**config.mk**
```make
export PLATFORM = sky130hd
export DESIGN_NAME = pc_sequencer
export DESIGN_NICKNAME = d
export VERILOG_FILES = /design/src/rtl/pc_seq_pkg.sv /design/src/rtl/ret_addr_stack.sv /design/src/rtl/pc_sequencer.sv
export SDC_FILE = /design/constraint.sdc
export NUM_CORES = 1
export LEC_CHECK = 0
export ABC_AREA = 1
export CAP_MARGIN = 30
export CORE_AREA = 5 5 62 64
export CTS_BUF_LIST = sky130_fd_sc_hd__clkbuf_4
export DETAILED_ROUTE_END_ITERATION = 12
export DIE_AREA = 0 0 67 69
export PLACE_DENSITY = 0.82
export SYNTH_ARGS = -nofsm -noshare
export SYNTH_HDL_FRONTEND = slang
export SYNTH_SLANG_ARGS = --single-unit
```
**constraint.sdc**
```tcl
create_clock -name Clk -period 2.4 [get_ports Clk]
set_input_delay 0.24 -clock Clk [delete_from_list [all_inputs] [get_ports Clk]]
set_output_delay 0.24 -clock Clk [all_outputs]
set_load 0.05 [all_outputs]
```
**src/rtl/pc_seq_pkg.sv**
```systemverilog
// +----------------------------------------------------------------------+
// | pc_seq_pkg: shared types and program entry table for pc_sequencer     |
// | Rev 1.0                                                               |
// +----------------------------------------------------------------------+
`default_nettype none

package pc_seq_pkg;

  localparam int PC_W_DEF = 10;
  localparam int PROG_N   = 4;

  typedef enum logic [1:0] {
    RUN   = 2'd0,
    ARMED = 2'd1,
    DONE  = 2'd2
  } pcseq_state_t;

  localparam logic [PC_W_DEF-1:0] PROG_BASE [PROG_N] = '{
    10'h000, 10'h080, 10'h100, 10'h180
  };

  // Indices outside the configured program count or the table launch at 0.
  function automatic logic [PC_W_DEF-1:0] prog_base(input int unsigned idx,
                                                     input int unsigned nprogs);
    if (idx < nprogs && idx < PROG_N) return PROG_BASE[idx];
    return '0;
  endfunction

endpackage

`default_nettype wire

```
**src/rtl/ret_addr_stack.sv**
```systemverilog
// +----------------------------------------------------------------------+
// | ret_addr_stack: LIFO of return addresses; overflowing pushes dropped  |
// | Rev 1.0                                                               |
// +----------------------------------------------------------------------+
`default_nettype none

module ret_addr_stack #(
  parameter int DEPTH = 4,
  parameter int W     = 10
) (
  input  logic         clk,
  input  logic         rst_n,
  input  logic         push_i,
  input  logic         pop_i,
  input  logic         clear_i,
  input  logic [W-1:0] data_i,
  output logic [W-1:0] top_o,
  output logic         full_o,
  output logic         empty_o
);

  localparam int CNT_W = $clog2(DEPTH + 1);
  localparam int IDX_W = (DEPTH > 1) ? $clog2(DEPTH) : 1;

  logic [W-1:0]     mem_q [DEPTH];
  logic [CNT_W-1:0] cnt_q;

  assign full_o  = (cnt_q == CNT_W'(DEPTH));
  assign empty_o = (cnt_q == '0);
  assign top_o   = empty_o ? '0 : mem_q[IDX_W'(cnt_q - CNT_W'(1))];

  always_ff @(posedge clk or negedge rst_n) begin
    if (!rst_n) begin
      cnt_q <= '0;
    end else if (clear_i) begin
      cnt_q <= '0;
    end else if (push_i && !full_o) begin
      cnt_q <= cnt_q + CNT_W'(1);
    end else if (pop_i && !empty_o) begin
      cnt_q <= cnt_q - CNT_W'(1);
    end
  end

  always_ff @(posedge clk) begin
    if (push_i && !full_o && !clear_i) begin
      mem_q[IDX_W'(cnt_q)] <= data_i;
    end
  end

endmodule

`default_nettype wire

```
**src/rtl/pc_sequencer.sv**
```systemverilog
// +----------------------------------------------------------------------+
// | pc_sequencer: fetch PC sequencer with entry select, stall, halt and   |
// | call/return; return stack enabled by define PCSEQ_RAS_EN. Rev 1.0     |
// +----------------------------------------------------------------------+
`default_nettype none

module pc_sequencer
  import pc_seq_pkg::*;
#(
  parameter int PC_W      = PC_W_DEF,
  parameter int NUM_PROGS = 4,
  parameter int RAS_DEPTH = 4,
  parameter int SEL_W     = (NUM_PROGS > 1) ? $clog2(NUM_PROGS) : 1
) (
  input  logic            Clk,
  input  logic            Reset,
  input  logic            Start,
  input  logic [SEL_W-1:0] ProgSel,
  input  logic            Stall,
  input  logic            Jump,
  input  logic            BranchAbsOrRel,
  input  logic [PC_W-1:0] Target,
  input  logic            Call,
  input  logic            Ret,
  input  logic            Halt,
  output logic [PC_W-1:0] ProgCtr,
  output logic            Done,
  output logic            StackErr
);

  pcseq_state_t    state_q, state_d;
  logic [PC_W-1:0] pc_q, pc_d;
  logic            done_q;
  logic [PC_W-1:0] w_base;
  logic [PC_W-1:0] w_pc_inc;

  assign w_base   = PC_W'(prog_base(int'(ProgSel), NUM_PROGS));
  assign w_pc_inc = pc_q + PC_W'(1);

`ifdef PCSEQ_RAS_EN
  logic            w_push, w_pop, w_clear;
  logic [PC_W-1:0] w_top;
  logic            w_full, w_empty;
  logic            err_q, err_d;

  ret_addr_stack #(
    .DEPTH (RAS_DEPTH),
    .W     (PC_W)
  ) u_ras (
    .clk     (Clk),
    .rst_n   (Reset),
    .push_i  (w_push),
    .pop_i   (w_pop),
    .clear_i (w_clear),
    .data_i  (w_pc_inc),
    .top_o   (w_top),
    .full_o  (w_full),
    .empty_o (w_empty)
  );

  assign StackErr = err_q;
`else
  assign StackErr = 1'b0;
`endif

  always_comb begin
    state_d = state_q;
    pc_d    = pc_q;
`ifdef PCSEQ_RAS_EN
    w_push  = 1'b0;
    w_pop   = 1'b0;
    w_clear = 1'b0;
    err_d   = err_q;
`endif
    if (Start) begin
      state_d = ARMED;
      pc_d    = w_base;
`ifdef PCSEQ_RAS_EN
      w_clear = 1'b1;
      err_d   = 1'b0;
`endif
    end else begin
      case (state_q)
        ARMED: state_d = RUN;
        RUN: begin
          if (Stall) begin
            pc_d = pc_q;
          end else if (Halt) begin
            state_d = DONE;
`ifdef PCSEQ_RAS_EN
          end else if (Ret) begin
            if (w_empty) begin
              err_d = 1'b1;
              pc_d  = w_pc_inc;
            end else begin
              pc_d  = w_top;
              w_pop = 1'b1;
            end
          end else if (Call) begin
            pc_d = Target;
            if (w_full) err_d  = 1'b1;
            else        w_push = 1'b1;
`else
          // Without a stack a return has nowhere to go; it simply advances.
          end else if (Ret) begin
            pc_d = w_pc_inc;
          end else if (Call) begin
            pc_d = Target;
`endif
          end else if (Jump) begin
            pc_d = BranchAbsOrRel ? (pc_q + Target) : Target;
          end else begin
            pc_d = w_pc_inc;
          end
        end
        default: state_d = state_q;
      endcase
    end
  end

  always_ff @(posedge Clk or negedge Reset) begin
    if (!Reset) begin
      state_q <= RUN;
      pc_q    <= '0;
      done_q  <= 1'b0;
    end else begin
      state_q <= state_d;
      pc_q    <= pc_d;
      done_q  <= (state_d == DONE);
    end
  end

`ifdef PCSEQ_RAS_EN
  always_ff @(posedge Clk or negedge Reset) begin
    if (!Reset) err_q <= 1'b0;
    else        err_q <= err_d;
  end
`endif

  assign ProgCtr = pc_q;
  assign Done    = done_q;

endmodule

`default_nettype wire

```
==> metrics.csv <==
stage,metric,value,unit
detailed_routing,topRoutingLayerUsed,met4,
clock_tree,clk_pin_slew,0.09,ns
detailed_routing,drt-vias-per-instance,5.01,
sta,skew,0.000944,ns
synthesis,netlist_top_cells_count,"nand2_1 (82), inv_1 (34), a21oi_1 (23), nand3_1 (19), nor2_1 (16)",
detailed_routing,drt_iter0_drc,83,
sta,worstMarginPinSlew,0.616,ns
clock_tree,clock_sinks,13,
synthesis,netlist_area,1530,µm²
clock_tree,post_cts.repair.setup_buffers,0,
place,portBuffers,31,
detailed_routing,ant_nets,0,
worst_setup_path,start_kind,register,
pwr,peakVddDrop,0.324,mV
sta,clock.fmax,481,MHz
worst_setup_path,cp_num_buf_inv,2,
worst_setup_path,arrival,2.26,ns
synthesis,synthFlopType,dfrtp_1,
sta,setup_viol,0,
worst_setup_path,cp_slowest_stage_delay,0.44,ns
synthesis,synth.top_cell.area_share,21.3,%
run_status,status,"complete, no violations",
floorplanning,coreArea,3230,µm²
synthesis,synth_edf_count,0,
worst_setup_path,cp.required,2.58,ns
worst_setup_path,path_class,register to register,
place,dp.cells,329,
worst_setup_path,cpMaxStageDelayCell,dfrtp_1,
clock_tree,ctsHtreeMaxLevel,1,
detailed_routing,drt_pass1_iterations,6,
floorplanning,start_util,47.3,%
grt,grt_pass1_wl,6840,µm
floorplanning,die_x,67,µm
grt,overflow,0,
sta,whs,0.337,ns
worst_setup_path,path_max_fanout,5,
cells_and_area,final_cells,333,
clock_tree,cts_tree,done,
synthesis,yosys-top-cells-area,"dfrtp_1 (21%), nand2_1 (20%), inv_1 (8.3%)",
detailed_routing,routedLengthMet1,1830,µm
synthesis,yosysMostFrequentCell,nand2_1,
floorplanning,ios,33,
synthesis,synth_warnings,0,
sta,fin_crit,2.08,ns
synthesis,ys_ff_latch,13,
detailed_routing,wl_met3,277,µm
floorplanning,num_rows,21,
worst_setup_path,critPathCaptureType,register,
synthesis,ys_async_sr_fraction,100,%
synthesis,yosysTopAreaCell,dfrtp_1,
grt,grt_pass1_vias,1595,
detailed_routing,route.met2.wl,2000,µm
detailed_routing,routedWlPerCell,12.4,µm
synthesis,syn_inst,253,
grt,grt_max_degree,14,
sta,post-route-period-util,86.6,%
detailed_routing,drcViolationCount,0,
floorplanning,die_area,4620,µm²
worst_setup_path,path_common_cell,nand2_1,
pwr,p_per_area,351,nW/µm²
clock_tree,cts_hold_buf,0,
clock_tree,cts_buffers,3,
cells_and_area,areaGrowthSynthToFinish,26.3,%
synthesis,syn-num-nets,285,
sta,rsz0062_at_grt,false,
grt,antenna_found_initial,0,
clock_tree,post_cts_resized,0,
cells_and_area,nets,320,
cells_and_area,drive_above_1_share,6.27,%
pwr,power.total,0.678,mW
synthesis,synth.avg_cell_area,6.04,µm²
sta,worst_slack,0.322,ns
place,gp_congestion,0.929,
sta,timing.setup.tns,0,ns
run,cap_violations,0,
worst_setup_path,crit_chain,ha_1 > inv_1 > fa_1 > inv_1 > nand3_1 > nand2_1 > nand3_1 > nand3_1 > nand3_1 > nand2_1 > nand2_1 > nand2_1 > nand2_1 > nand2_1 > nand2_1,
sta,relSlewSlack,58.8,%
pwr,p_leak,0.973,nW
cells_and_area,num_antenna_cells,0,
detailed_routing,drt_wl_total,4130,µm
sta,finalHoldViolCount,0,
clock_tree,clk_latency,0.28,ns
place,dp_hpwl,3460,µm
clock_tree,clockBufferDepth,2,
floorplanning,fp.dieH,69,µm
detailed_routing,vias,1669,
synthesis,ys_seq_area_share,21.3,%
sta,slew_viol_final,0,
place,place_ws,0.0607,ns
worst_setup_path,cp_top_family,simple AND/OR/NAND/NOR gates,
hold_path,hold_path_class,input pin to async pin,
clock_tree,cts_root_buffer,clkbuf_4,
grt,groute.usage.overall,18.4,%
synthesis,synth_cell_types,31,
==> path summary, 6_finish.rpt <==
check                                       startpoint                endpoint  slack (ns)  depth (start not counted)
max in group asynchronous                        Reset  ProgCtr[1]$_DFFE_PN0P_        1.67                          1
worst min register to register    state_q[1]$_DFF_PN0_    state_q[0]$_DFF_PN0_        0.52                          2
worst max-delay path            ProgCtr[0]$_DFFE_PN0P_  ProgCtr[8]$_DFFE_PN0P_        0.32                         15
worst max register to register  ProgCtr[0]$_DFFE_PN0P_  ProgCtr[8]$_DFFE_PN0P_        0.32                         15
worst min-delay path                             Reset    state_q[1]$_DFF_PN0_        0.34                          1
min in group Clk                  state_q[1]$_DFF_PN0_    state_q[0]$_DFF_PN0_        0.52                          2
==> stage by stage <==
| stage | util [%] | instance area, µm² |
|---|---|---|
| final | 59.7 | 1930 |
| after global routing | 59.7 | 1930 |
| after CTS | 59.7 | 1930 |
| after detailed placement | 58.9 | 1900 |
| after global placement | 58.9 | 1900 |
| after floorplan | - | 1530 |
==> per-layer routing <==
layer  vias to the layer above  GRT usage [%]
li1                        885              -
met1                       731           24.5
met2                        49           30.3
met3                         4           2.76
met4                         0           5.41
met5                         -              0
==> cell type report <==
class / count / area, µm²
inverters: 40 / 150
fillers: 332 / 1300
clock inverters: 1 / 5.00
clock buffers: 3 / 22.5
flip-flops and latches: 13 / 325
multi-input cells: 195 / 1030
well taps: 46 / 57.6
repair buffers: 35 / 340
==> placed cells by master (no fill, tap or decap) <==
| cell | instances |
|---|---|
| a21o_1 | 1 |
| a21oi_1 | 23 |
| a221oi_1 | 1 |
| a31oi_1 | 2 |
| buf_4 | 4 |
| clkbuf_4 | 3 |
| clkdlybuf4s50_1 | 31 |
| clkinv_1 | 1 |
| clkinv_2 | 1 |
| conb_1 | 1 |
| dfrtp_1 | 13 |
| fa_1 | 1 |
| ha_1 | 10 |
| inv_1 | 34 |
| inv_2 | 5 |
| nand2_1 | 82 |
| nand3_1 | 19 |
| nand3_2 | 1 |
| nand3_4 | 1 |
| nand4_1 | 1 |
| nor2_1 | 16 |
| nor2_4 | 2 |
| nor3_1 | 3 |
| o211ai_1 | 1 |
| o21ai_0 | 5 |
| o21ai_1 | 10 |
| o21bai_1 | 1 |
| o22ai_1 | 2 |
| o31ai_1 | 2 |
| or2_2 | 1 |
| xnor2_1 | 4 |
| xor2_1 | 5 |
==> sequential cells by signal, indices dropped and copies added, names as in the netlist <==
register  count
ProgCtr      10
Done          1
state_q       2
==> power by group <==
group	total [mW]	switching [mW]	internal [mW]
registers	0.248	0.0176	0.230
logic	0.289	0.174	0.114
clock network	0.142	0.0797	0.0619
==> logic make-up after synthesis <==
kind of cell,Yosys count,synth area share (%)
AOI/OAI and AO/OA,48,17.1
xor gates and xnor gates,9,5.16
adders and majority gates,11,9.49
buffers and inverters,45,11.4
DFF,13,21.3
other,1,0.245
and+or+nand+nor,126,35.4
No activity file was read; power rests on OpenSTA's default activity.
